===== src/rtl/lifo_cmd_issuer.sv =====
// lifo_cmd_issuer: turns client push/pop handshakes into registered {opcode,data} LIFO commands
//   and returns each popped word as a one-cycle response.
// Ports:
//   clk, reset_n              clock, synchronous active-low reset
//   push_valid/push_data/push_ready   client push handshake
//   pop_valid/pop_ready       client pop handshake
//   rsp_valid/rsp_data        one-cycle popped-word response
//   lifo_full, lifo_data_out  LIFO status and data output
//   vector_out                registered {opcode,data} to the LIFO
//   stat_push, stat_pop       saturating accept counters (only with LIFO_CMD_STATS_EN)
// Optional feature macro: LIFO_CMD_STATS_EN
module lifo_cmd_issuer #(
    parameter int DATA_WIDTH   = 4,
    parameter int NUM_ENTRIES  = 4,
    parameter int OPCODE_WIDTH = 2
) (
    input  logic                               clk,
    input  logic                               reset_n,
    input  logic                               push_valid,
    input  logic [DATA_WIDTH-1:0]              push_data,
    output logic                               push_ready,
    input  logic                               pop_valid,
    output logic                               pop_ready,
    output logic                               rsp_valid,
    output logic [DATA_WIDTH-1:0]              rsp_data,
    input  logic                               lifo_full,
    input  logic [DATA_WIDTH-1:0]              lifo_data_out,
`ifdef LIFO_CMD_STATS_EN
    output logic [15:0]                        stat_push,
    output logic [15:0]                        stat_pop,
`endif
    output logic [OPCODE_WIDTH+DATA_WIDTH-1:0] vector_out
);
    localparam int CW = $clog2(NUM_ENTRIES + 1);
    localparam logic [OPCODE_WIDTH-1:0] OP_POP  = OPCODE_WIDTH'(1);
    localparam logic [OPCODE_WIDTH-1:0] OP_PUSH = OPCODE_WIDTH'(2);

    typedef enum logic [1:0] {IDLE, PUSH, POP, POP_WAIT} state_t;

    state_t                             state_q, state_d;
    logic [OPCODE_WIDTH+DATA_WIDTH-1:0] vec_q, vec_d;
    logic                               rsp_valid_q, rsp_valid_d;
    logic [DATA_WIDTH-1:0]              rsp_data_q, rsp_data_d;
    logic [CW-1:0]                      count_q, count_d;
    logic                               prio_q, prio_d; // 0: push wins a contest, 1: pop wins
    logic                               can_push, can_pop, push_acc, pop_acc, contested;

    always_comb begin
        can_push   = state_q != POP && count_q < CW'(NUM_ENTRIES) && !lifo_full;
        can_pop    = state_q != POP && count_q != '0;
        // each ready is masked only by the other side's request, never by its own valid
        push_ready = can_push && !(pop_valid && can_pop && prio_q);
        pop_ready  = can_pop && !(push_valid && can_push && !prio_q);
        push_acc   = push_valid && push_ready;
        pop_acc    = pop_valid && pop_ready;
        contested  = push_valid && pop_valid && can_push && can_pop;
        state_d    = state_q == POP ? POP_WAIT : push_acc ? PUSH : pop_acc ? POP : IDLE;
        vec_d      = push_acc ? {OP_PUSH, push_data} :
                     pop_acc  ? {OP_POP, {DATA_WIDTH{1'b0}}} : '0;
        // the LIFO presents the popped word one cycle after the POP command
        rsp_valid_d = state_q == POP_WAIT;
        rsp_data_d  = state_q == POP_WAIT ? lifo_data_out : rsp_data_q;
        count_d     = push_acc ? count_q + CW'(1) : pop_acc ? count_q - CW'(1) : count_q;
        prio_d      = contested ? !prio_q : prio_q;
    end

    always_ff @(posedge clk) begin
        if (!reset_n) begin
            state_q     <= IDLE;
            vec_q       <= '0;
            rsp_valid_q <= 1'b0;
            rsp_data_q  <= '0;
            count_q     <= '0;
            prio_q      <= 1'b0;
        end else begin
            state_q     <= state_d;
            vec_q       <= vec_d;
            rsp_valid_q <= rsp_valid_d;
            rsp_data_q  <= rsp_data_d;
            count_q     <= count_d;
            prio_q      <= prio_d;
        end
    end

    assign vector_out = vec_q;
    assign rsp_valid  = rsp_valid_q;
    assign rsp_data   = rsp_data_q;

`ifdef LIFO_CMD_STATS_EN
    logic [15:0] stat_push_q, stat_push_d, stat_pop_q, stat_pop_d;

    always_comb begin
        stat_push_d = push_acc && stat_push_q != 16'hFFFF ? stat_push_q + 16'd1 : stat_push_q;
        stat_pop_d  = pop_acc && stat_pop_q != 16'hFFFF ? stat_pop_q + 16'd1 : stat_pop_q;
    end

    always_ff @(posedge clk) begin
        if (!reset_n) begin
            stat_push_q <= '0;
            stat_pop_q  <= '0;
        end else begin
            stat_push_q <= stat_push_d;
            stat_pop_q  <= stat_pop_d;
        end
    end

    assign stat_push = stat_push_q;
    assign stat_pop  = stat_pop_q;
`endif
endmodule


===== config.mk =====
export PLATFORM = sky130hd
export DESIGN_NAME = lifo_cmd_issuer
export DESIGN_NICKNAME = d
export VERILOG_FILES = /design/src/rtl/lifo_cmd_issuer.sv
export SDC_FILE = /design/constraint.sdc
export NUM_CORES = 1
export LEC_CHECK = 0
export CAP_MARGIN = 40
export CORE_MARGIN = 2
export CORE_UTILIZATION = 41
export CTS_CLUSTER_SIZE = 8
export DETAILED_ROUTE_END_ITERATION = 16
export GPL_TIMING_DRIVEN = 0
export PLACE_DENSITY_LB_ADDON = 0.15
export SLEW_MARGIN = 20
export SYNTH_ARGS = -nofsm -noshare
export SYNTH_HDL_FRONTEND = slang
export SYNTH_SLANG_ARGS = --single-unit

===== constraint.sdc =====
create_clock -name clk -period 2.6 [get_ports clk]
set_input_delay 0.65 -clock clk [delete_from_list [all_inputs] [get_ports clk]]
set_output_delay 0.65 -clock clk [all_outputs]
set_load 0.02 [all_outputs]

==> impl_metrics.csv <==
group,metric,value,unit
synthesis,synthCells,67,
setup_path,cp.arrival,1.84,ns
power_and_ir_drop,power.density,842.8,nW/um2
setup_path,reg2reg_depth,7,
setup_path,path_buf_inv,2,
grt,grt_pass1_wl,1959,um
die,core,1524,um2
timing,fmax,0.4019,GHz
routing,first_pass_iters,4,
setup_path,crit_path_top_delay_cell,"clkdlybuf4s50_1",
timing,rsz0062_at_grt,"no",
setup_path,cp_cell_sequence,"clkdlybuf4s50_1 -> nand2_1 -> nor3_2 -> nor4_1 -> dlygate4sd2_1",
synthesis,syn-num-nets,81,
timing,slew_violations,0,
synthesis,synth_top_area_share,50.65,%
placement,io_buffers,25,
cts,clkTransAtPathRegs,0.09,ns
routing,drt_iter0_markers,12,
setup_path,r2r_end,"count_q[2]",
die,rows,14,
die,fp.dieH,44.48,um
status,status,"completed",
setup_path,worstReg2RegStart,"state_q[1]",
die,die_x,44.48,um
routing,drtAntennaViolNets,0,
timing,slew_headroom,67.40,%
timing,layout_min_cycle_time,2.488,ns
finish,syn_to_final_growth,45.81,%
grt,grt_use_total,13.55,%
placement,dp_hpwl,890.3,um
cts,numCtsBuffers,3,
grt,grt_start_max_net_pins,11,
timing,hold_viol_final,0,
cts,cts_tree,"yes",
synthesis,ys_async_sr_fraction,0,%
routing,vias_per_cell,5.009,
power_and_ir_drop,ir_worst_vdd,0.0005581,V
synthesis,seq_area_frac_synth,50.65,%
setup_path,startpoint,"pop_valid",
cts,ctsLongestPathBuffers,2,
synthesis,synth.avg_cell_area,10.03,um2
routing,vias,561,
grt,grt_antenna_before_repair,0,
synthesis,syn_area,671.9,um2
die,start_util,44.09,%
die,num_io_pins,26,
timing,clock_skew,0.001000,ns
setup_path,cpLargestDelayFamily,"buffers and inverters",
finish,utilization,64.29,%
cts,cts_hold_buffers,0,
setup_path,crit_cells,5,
cts,h-tree-depth,1,
routing,wl,1206,um
timing,setup_viol,0,
synthesis,ys_types,25,
synthesis,synth-seq-cells,17,
finish,drive_gt1_share,11.46,%
routing,drc,0,
die,dieArea,1978,um2
timing,worstMarginPinSlew,0.4853,ns
synthesis,synth.largest_area_cell,"dfxtp_1",
job,drv_cap,0,
synthesis,ys_top_cells_by_count,"dfxtp_1 (17), nand2_1 (9), and3_1 (5), nand3_1 (5), a21boi_0 (4)",
power_and_ir_drop,cellLeakagePower,0.3991,nW
synthesis,synth_edf_count,0,
synthesis,synth_ff_type,"dfxtp_1",
synthesis,yosysMostFrequentCell,"dfxtp_1",
finish,n_antenna_cell,0,
hold_path,hold_class,"flop to flop",
setup_path,slowest_delay,0.47,ns
cts,clock_latency,0.28,ns
synthesis,ys_warn_count,0,
timing,fin_crit_sh,95.69,%
setup_path,crit_path_start_kind,"primary input",
grt,grt_overflow,0,
synthesis,synthTopCellsByArea,"dfxtp_1 (51%), nand2_1 (5.0%), and3_1 (4.7%), a21boi_0 (4.5%), nand3_1 (3.7%)",
setup_path,cp.required,1.95,ns
power_and_ir_drop,fin_total_pwr,825.7,uW
setup_path,setup.worst_path.class,"primary input to output port",
setup_path,endpoint_kind,"output port",
setup_path,reg2reg_slack,0.29,ns
cts,cts_sinks,17,
setup_path,crit_path_max_fanout,2,
grt,first_global_vias,479,
setup_path,crit_end,"push_ready",
cts,cts_root_buf,"clkbuf_4",
routing,routedWlPerCell,10.77,um
placement,gp_congestion,0.7270,
finish,nets,111,
## flip-flops by register name (all words and copies together) (netlist names)
register,count
rsp_valid,1
prio_q,1
count_q,3
state_q,2
rsp_data,4
vector_out,6
## per-layer routing
layer  up-vias  routed length [um]  global-route usage [%]
met5         -                   0                       0
met4         0                  10                   7.273
met2        17                 562                   22.32
li1        288                   -                       -
met3         2                  83                   3.673
met1       254                 549                   15.83
## worst min-delay path by stage
stage | startpoint | end | slack [ns] | cells past startpoint
after global routing | rsp_data[3] | rsp_data[3] | 0.49 | 2
after CTS | rsp_data[2] | rsp_data[2] | 0.48 | 2
final | rsp_data[2] | rsp_data[2] | 0.47 | 2
after floorplan | count_q[2] | count_q[2] | 0.47 | 2
after global placement | rsp_data[2] | rsp_data[2] | 0.45 | 2
after detailed placement | rsp_data[2] | rsp_data[2] | 0.46 | 2
## cell type report
class,instances,area (um2)
fillers,128,544.3
flip-flops and latches,17,340.3
multi-input cells,47,330.3
repair buffers,26,255.2
clock buffers,4,26.28
well taps,16,20.02
plain buffers,1,3.754
inverters,1,3.754
## worst register-to-register path, delay by kind of cell (launching register included)
family	cells	cell delay, ns
mux	2	0.43
buf+inv	1	0.07
fa+ha+maj	1	0.39
flops	1	0.37
simple gates	3	0.98
## per-stage QoR
stage	TNS, ns	cells	hold slack [ns]	worst slack [ns]	area (um2)
detailed placement	-1.066	108	0.4623	-0.4645	942.2
global placement	-1.033	108	0.4495	-0.4576	942.2
global route	0	112	0.4938	0.04098	979.7
floorplan	0	67	0.4723	0.3152	671.9
finish	0	112	0.4737	0.1121	979.7
CTS	-0.03191	112	0.4751	-0.03191	968.4
## what timing repair did
action                                 in CTS  in global routing
endpoints found under the hold margin       0                  0
cloned                                      0                  0
buffers inserted                            0                  1
pin swaps                                   0                  2
resized for setup                           9                  4
setup endpoints to repair                   2                  2
## placed cells by master (no fill, tap or decap), drive strengths merged
cell / instances
nand2b: 1
clkbuf: 5
mux2i: 2
dlymetal6s2s: 1
or3b: 1
and3: 5
nor3: 3
nor2: 2
dlygate4sd2: 2
or3: 1
inv: 1
nand2: 9
o21ai: 1
and2: 3
a21boi: 6
or4b: 1
o21a: 2
buf: 2
nor2b: 1
dfxtp: 17
clkdlybuf4s50: 21
xor2: 1
o21ba: 1
nor4: 1
nand3: 5
fa: 1
## logic make-up (layout without fill, tap and decap cells)
kind of cell             Yosys count  count (layout)  share of synthesized area [%]
AO/OA/AOI/OAI                     10              10                          11.17
XOR/XNOR                           1               1                          1.304
adder cells (fa/ha/maj)            1               1                          2.980
buffers and inverters              3              32                          2.792
flip-flops                        17              17                          50.65
multiplexers                       2               2                          2.980
AND/OR/NAND/NOR                   33              33                          28.12
## where the power goes
group	internal, mW	total [mW]	switching (mW)
sequential	0.307	0.355	0.0473
combinational	0.167	0.336	0.170
clock	0.0595	0.135	0.0751
total	0.534	0.826	0.292
Note: power is estimated with default switching activity, not from simulation.
